===== config.mk =====
export PLATFORM = sky130hd
export DESIGN_NAME = demux_vc
export DESIGN_NICKNAME = d
export VERILOG_FILES = /design/src/rtl/demux_vc.sv
export SDC_FILE = /design/constraint.sdc
export NUM_CORES = 1
export LEC_CHECK = 0
export BUFFER_PORTS_ARGS = -buffer_cell sky130_fd_sc_hd__buf_2
export CORE_UTILIZATION = 45
export DETAILED_ROUTE_END_ITERATION = 7
export PLACE_DENSITY = 0.74
export SLEW_MARGIN = 20
export SYNTH_ARGS = -nofsm -noshare
export SYNTH_HDL_FRONTEND = slang
export SYNTH_SLANG_ARGS = --single-unit

===== constraint.sdc =====
create_clock -name clk -period 6.95 [get_ports clk]
set_input_delay 1.39 -clock clk [delete_from_list [all_inputs] [get_ports clk]]
set_output_delay 1.39 -clock clk [all_outputs]
set_load 0.01 [all_outputs]

===== src/rtl/demux_vc.sv =====
`default_nettype none
// ============================================================================
// Module   : demux_vc
// Brief    : Routes a flit stream by its class bit into two VC FIFOs, each
//            drained by its own pop; raises pause near full, sticky error.
// Revision : 1.0
// ============================================================================
module demux_vc #(
  parameter int BITNUMBER   = 6,
  parameter int FIFO_DEPTH  = 4,
  parameter int ADDR_BITS   = 2,
  parameter int ALMOST_FULL = 3
) (
  input  logic                 clk,
  input  logic                 reset,
  input  logic [BITNUMBER-1:0] data_in,
  input  logic                 valid_in,
  input  logic                 pop_vc0,
  input  logic                 pop_vc1,
  output logic [BITNUMBER-1:0] data_out_vc0,
  output logic [BITNUMBER-1:0] data_out_vc1,
  output logic                 valid_out_vc0,
  output logic                 valid_out_vc1,
  output logic                 empty_vc0,
  output logic                 empty_vc1,
  output logic                 full_vc0,
  output logic                 full_vc1,
  output logic                 pause,
  output logic                 error
);

  localparam int                 c_NUM_VC   = 2;
  localparam logic [ADDR_BITS:0] c_DEPTH    = (ADDR_BITS+1)'(FIFO_DEPTH);
  localparam logic [ADDR_BITS:0] c_AF_LEVEL = (ADDR_BITS+1)'(ALMOST_FULL);

  logic [c_NUM_VC-1:0] pop_req;
  logic                tgt_vc;
  logic                error_q;
  logic                error_d;

  assign pop_req = {pop_vc1, pop_vc0};
  assign tgt_vc  = data_in[BITNUMBER-1];

  for (genvar v = 0; v < c_NUM_VC; v++) begin : g_vc
    logic [BITNUMBER-1:0] mem_q [FIFO_DEPTH];
    logic [ADDR_BITS-1:0] wr_ptr_q;
    logic [ADDR_BITS-1:0] rd_ptr_q;
    logic [ADDR_BITS:0]   count_q;
    logic [ADDR_BITS:0]   count_d;
    logic [BITNUMBER-1:0] dout_q;
    logic [BITNUMBER-1:0] dout_d;
    logic                 vout_q;
    logic                 push;
    logic                 rd;
    logic                 wr;
    logic                 ovf;
    logic                 full;
    logic                 empty;

    assign push  = valid_in && (tgt_vc == 1'(v));
    assign empty = (count_q == '0);
    assign full  = (count_q == c_DEPTH);
    assign rd    = pop_req[v] && !empty;
    // A pop in the same cycle frees a slot, so a push into a full VC still lands.
    assign wr    = push && (!full || rd);
    assign ovf   = push && full && !rd;

    always_comb begin
      count_d = count_q;
      dout_d  = '0;
      unique case ({wr, rd})
        2'b10:   count_d = count_q + 1'b1;
        2'b01:   count_d = count_q - 1'b1;
        default: count_d = count_q;
      endcase
      if (rd) begin
        dout_d = mem_q[rd_ptr_q];
      end
    end

    always_ff @(posedge clk) begin
      if (reset) begin
        wr_ptr_q <= '0;
        rd_ptr_q <= '0;
        count_q  <= '0;
        dout_q   <= '0;
        vout_q   <= 1'b0;
      end else begin
        if (wr) begin
          wr_ptr_q <= wr_ptr_q + 1'b1;
        end
        if (rd) begin
          rd_ptr_q <= rd_ptr_q + 1'b1;
        end
        count_q <= count_d;
        dout_q  <= dout_d;
        vout_q  <= rd;
      end
    end

    // Storage needs no reset: pointers and counts alone define what is valid.
    always_ff @(posedge clk) begin
      if (wr && !reset) begin
        mem_q[wr_ptr_q] <= data_in;
      end
    end
  end : g_vc

  assign error_d = error_q | g_vc[0].ovf | g_vc[1].ovf;

  always_ff @(posedge clk) begin
    if (reset) begin
      error_q <= 1'b0;
    end else begin
      error_q <= error_d;
    end
  end

  assign data_out_vc0  = g_vc[0].dout_q;
  assign data_out_vc1  = g_vc[1].dout_q;
  assign valid_out_vc0 = g_vc[0].vout_q;
  assign valid_out_vc1 = g_vc[1].vout_q;
  assign empty_vc0     = g_vc[0].empty;
  assign empty_vc1     = g_vc[1].empty;
  assign full_vc0      = g_vc[0].full;
  assign full_vc1      = g_vc[1].full;
  assign pause         = (g_vc[0].count_q >= c_AF_LEVEL) || (g_vc[1].count_q >= c_AF_LEVEL);
  assign error         = error_q;

endmodule : demux_vc
`default_nettype wire


==> results.txt <==
----------------------------------------------------
[Outcome]
  Outcome ... finished with violations
  Failing checks ... design-rule violations

[Hold path]
  Hold wc startpoint ... error
  Classification of the worst-slack hold path ... flip-flop to flip-flop
  Capture endpoint of the worst hold path ... error
  Hold-critical path depth ... 2

[Cells and area]
  Final Instance Count excl. Fillers ... 319
  Post-synthesis to final-layout area growth ... 12.7%
  Net count reported at finish ... 260
  Post-route cell area ... 0.00348 sq mm
  Antenna diode count ... 0
  Proportion of layout cells with a drive suffix above 1 ... 26.0%
  Core utilization of the finished layout ... between 50 and 60%

[Clock tree]
  Max Buffers Root-to-Sink ... 2
  TritonCTS clock tree ... built
  Total setup buffers inserted after CTS ... 0
  Clock transition at the register clock pins on the worst setup and hold paths after CTS ... approximately 0.080 ns
  Number of buffers inserted by hold repair at cts ... 0
  Insertion delay of the later-clocked pin in the worst-skew pair ... between 0.3 and 0.4 ns
  Clock H-tree levels ... 3
  # clock sinks ... between 70 and 80
  Number of buffers inserted during clock tree synthesis ... 9
  Number of gates given a new drive strength after cts ... 0
  Root buffer cell ... sky130_fd_sc_hd__clkbuf_8

[Yosys]
  Sequential area share after synthesis ... between 60% and 70%
  Yosys top cell area share ... 46.7%
  Average size of a mapped cell ... ~15 sq um
  Fraction of registers with async set/reset ... 0%
  Gate count after technology mapping ... 207
  Leading post-synthesis cells by instance count ... sky130_fd_sc_hd__edfxtp_1 (48), sky130_fd_sc_hd__dfxtp_1 (29), sky130_fd_sc_hd__nor2_1 (17)
  Most common flop cell mapped by yosys ... sky130_fd_sc_hd__edfxtp_1
  Count of state elements after synthesis ... 77
  Area of the mapped netlist ... 0.00309 sq mm
  Post-synth EDFFs ... 48
  Nets in the synthesized netlist ... 229
  Synth warn ... 0
  Cell taking the most area after synthesis ... sky130_fd_sc_hd__edfxtp_1
  Biggest area contributors in the synthesized netlist ... sky130_fd_sc_hd__edfxtp_1 (47%), sky130_fd_sc_hd__dfxtp_1 (19%), sky130_fd_sc_hd__mux4_2 (8.8%)
  Leading cell type by number of instances after synthesis ... sky130_fd_sc_hd__edfxtp_1
  Number of unique standard cell types used by synthesis ... 39

[Global route]
  Wire length of the first global-routing pass ... 8.22 mm
  GRT Total Usage ... 15.7%
  Vias in the first global route ... 1748
  Antenna violations before repair ... 0
  Pin count of the biggest net entering global routing ... 18
  Congestion Overflow GR ... 0

[Place]
  Placed insts ... 304
  Port Buffer Count ... 30
  Placed cell area ... approximately 0.0033 sq mm
  Placement-stage worst setup slack ... 3.43 ns
  Detail Placement HPWL ... 3.34 mm
  Placer's final routability congestion estimate ... 0.815

[Die]
  Core ar. ... between 0.006 and 0.007 sq mm
  Effective utilization at floorplan ... 47.5%
  Die height ... between 80 and 90 um
  Number of standard-cell rows in the floorplan ... 29
  Die area ... 0.00719 sq mm
  Die width ... 84.8 um
  I/O pin total ... 31

[Power and ir drop]
  Overall power ... 1.07 mW
  Clock power frac ... 30.9%
  Power density over the cells ... 308 mW/mm^2
  Leak pwr ... 1.32 nW
  Max IR drop VDD ... 119 uV
  Combinational share of power ... between 10% and 20%
  Net Switching ... ~0.28 mW
  Sequential fraction of design power ... 51.7%
  Internal power summed over all cells ... 0.786 mW
  Switching share of total power ... 26.6%

[Timing]
  Final min period ... 3.21 ns
  Fin. max-slew vios ... 0
  Tightest hold margin ... roughly 0.52 ns
  Final Cycle Share ... 46.2%
  Total Negative Setup Slacks ... 0 ns
  Setup slack after layout ... 3.74 ns
  Final Hold Violating Endpoints ... 0
  Number of endpoints failing setup at the final stage ... 0
  Worst slew margin ... 63.7%
  Unrepaired setup endpoints after global routing ... no
  Actual transition at the worst max-transition pin ... 0.542 ns
  Highest clock rate ... 0.311 GHz
  Clock tree skew after final layout ... just over 0.008 ns

[Run]
  Max-cap violations ... 0

[Worst setup path]
  Setup crit end kind ... flip-flop
  Category of the critical setup timing path ... input pin to flip-flop
  Required time reported for the critical path endpoint ... between 7 and 8 ns
  Arrival time at the worst endpoint ... about 3.5 ns
  R2r endpoint ... g_vc[1].count_q[2]
  Launch instance of the worst register-to-register path ... g_vc[1].count_q[2]
  Internal reg-to-reg setup slack ... roughly 4.4 ns
  Depth of the worst register-to-register path ... 8
  CP Max Fanout ... 4
  Critical path startpoint category ... input pin
  Launch point of the worst path ... pop_vc1

[Drt]
  Drt total wl ... 4.91 mm
  WL/cell ... 15.4 um
  Routed via count divided by cell count ... 5.21
  First-pass iteration count of the detailed router ... 6
  Total number of vias ... ~1700
  Number of DRC violations after detailed-routing iteration 0 ... 93
  DRC ... 4
  Routed Antenna Nets ... 0

----------------------------------------------------
power groups by stage:
| stage | Combinational [mW] | Clock (mW) | Sequential (mW) |
|---|---|---|---|
| finish | 0.187 | 0.331 | 0.553 |
| global route | 0.211 | 0.357 | 0.561 |
| CTS | 0.189 | 0.337 | 0.554 |
| global placement | 0.180 | 0 | 0.564 |
| detailed placement | 0.185 | 0 | 0.564 |
| floorplan | 0.154 | 0 | 0.545 |
registers in the layout, summed over array words and instances, names as in the netlist:
| register | cells |
|---|---|
| data_out_vc1 | 6 |
| data_out_vc0 | 6 |
| valid_out_vc1 | 1 |
| valid_out_vc0 | 1 |
| g_vc.wr_ptr_q | 4 |
| error | 1 |
| g_vc.count_q | 6 |
| g_vc.mem_q | 48 |
| g_vc.rd_ptr_q | 4 |
cell families (layout without fill, tap and decap cells):
family / Yosys count / count (layout) / synth area share [%]
flops: 77 / 77 / 65.5
simple gates: 55 / 55 / 9.89
buf+inv: 24 / 59 / 3.37
compound gates: 16 / 16 / 3.93
mux: 15 / 15 / 9.77
fa+ha+maj: 11 / 11 / 4.95
xor+xnor: 9 / 9 / 2.55
critical path: stages:
cell,delay (ns)
sky130_fd_sc_hd__buf_2,0.10
sky130_fd_sc_hd__or4b_1,0.49
sky130_fd_sc_hd__nand3_1,0.19
sky130_fd_sc_hd__ha_1,0.23
sky130_fd_sc_hd__inv_1,0.06
sky130_fd_sc_hd__fa_1,0.39
sky130_fd_sc_hd__xor2_1,0.17
sky130_fd_sc_hd__or3_1,0.31
sky130_fd_sc_hd__a21oi_1,0.15
final cells by class:
type | count | area, sq um
Multi-Input combinational cell | 106 | 960
Tap cell | 77 | 96.3
Sequential cell | 77 | 2020
Clock buffer | 10 | 138
Fill cell | 538 | 3020
Timing Repair Buffer | 30 | 150
Inverter | 14 | 52.6
Clock inverter | 5 | 60.1
layer usage:
metal  global-route usage, %  share of wire, %
met1                    18.9                44
met2                    25.4                51
met3                    3.74               3.6
met4                    9.86               1.3
met5                       0                 0
how the worst max path moves through the flow:
stage / slack (ns) / end / cells past startpoint
floorplan: 3.65 / g_vc[1].count_q[2] / 8
global placement: 3.51 / g_vc[1].count_q[2] / 9
detailed placement: 3.43 / g_vc[1].count_q[2] / 9
CTS: 3.74 / g_vc[1].count_q[2] / 9
global route: 3.63 / g_vc[1].count_q[2] / 9
finish: 3.74 / g_vc[1].count_q[2] / 9
cells in the final DEF, fill, tap and decap left out, types with 3 or more instances in the layout:
| master | count |
|---|---|
| sky130_fd_sc_hd__xnor2_1 | 6 |
| sky130_fd_sc_hd__ha_1 | 9 |
| sky130_fd_sc_hd__and3_1 | 11 |
| sky130_fd_sc_hd__nor3_1 | 3 |
| sky130_fd_sc_hd__xor2_1 | 3 |
| sky130_fd_sc_hd__buf_2 | 30 |
| sky130_fd_sc_hd__edfxtp_1 | 48 |
| sky130_fd_sc_hd__nor2b_1 | 8 |
| sky130_fd_sc_hd__clkbuf_8 | 10 |
| sky130_fd_sc_hd__dfxtp_1 | 29 |
| sky130_fd_sc_hd__a21oi_1 | 5 |
| sky130_fd_sc_hd__and2_1 | 5 |
| sky130_fd_sc_hd__nand2_1 | 3 |
| sky130_fd_sc_hd__mux4_2 | 12 |
| sky130_fd_sc_hd__nor2_1 | 17 |
| sky130_fd_sc_hd__inv_1 | 12 |
No activity file was read; power rests on OpenSTA's default activity.
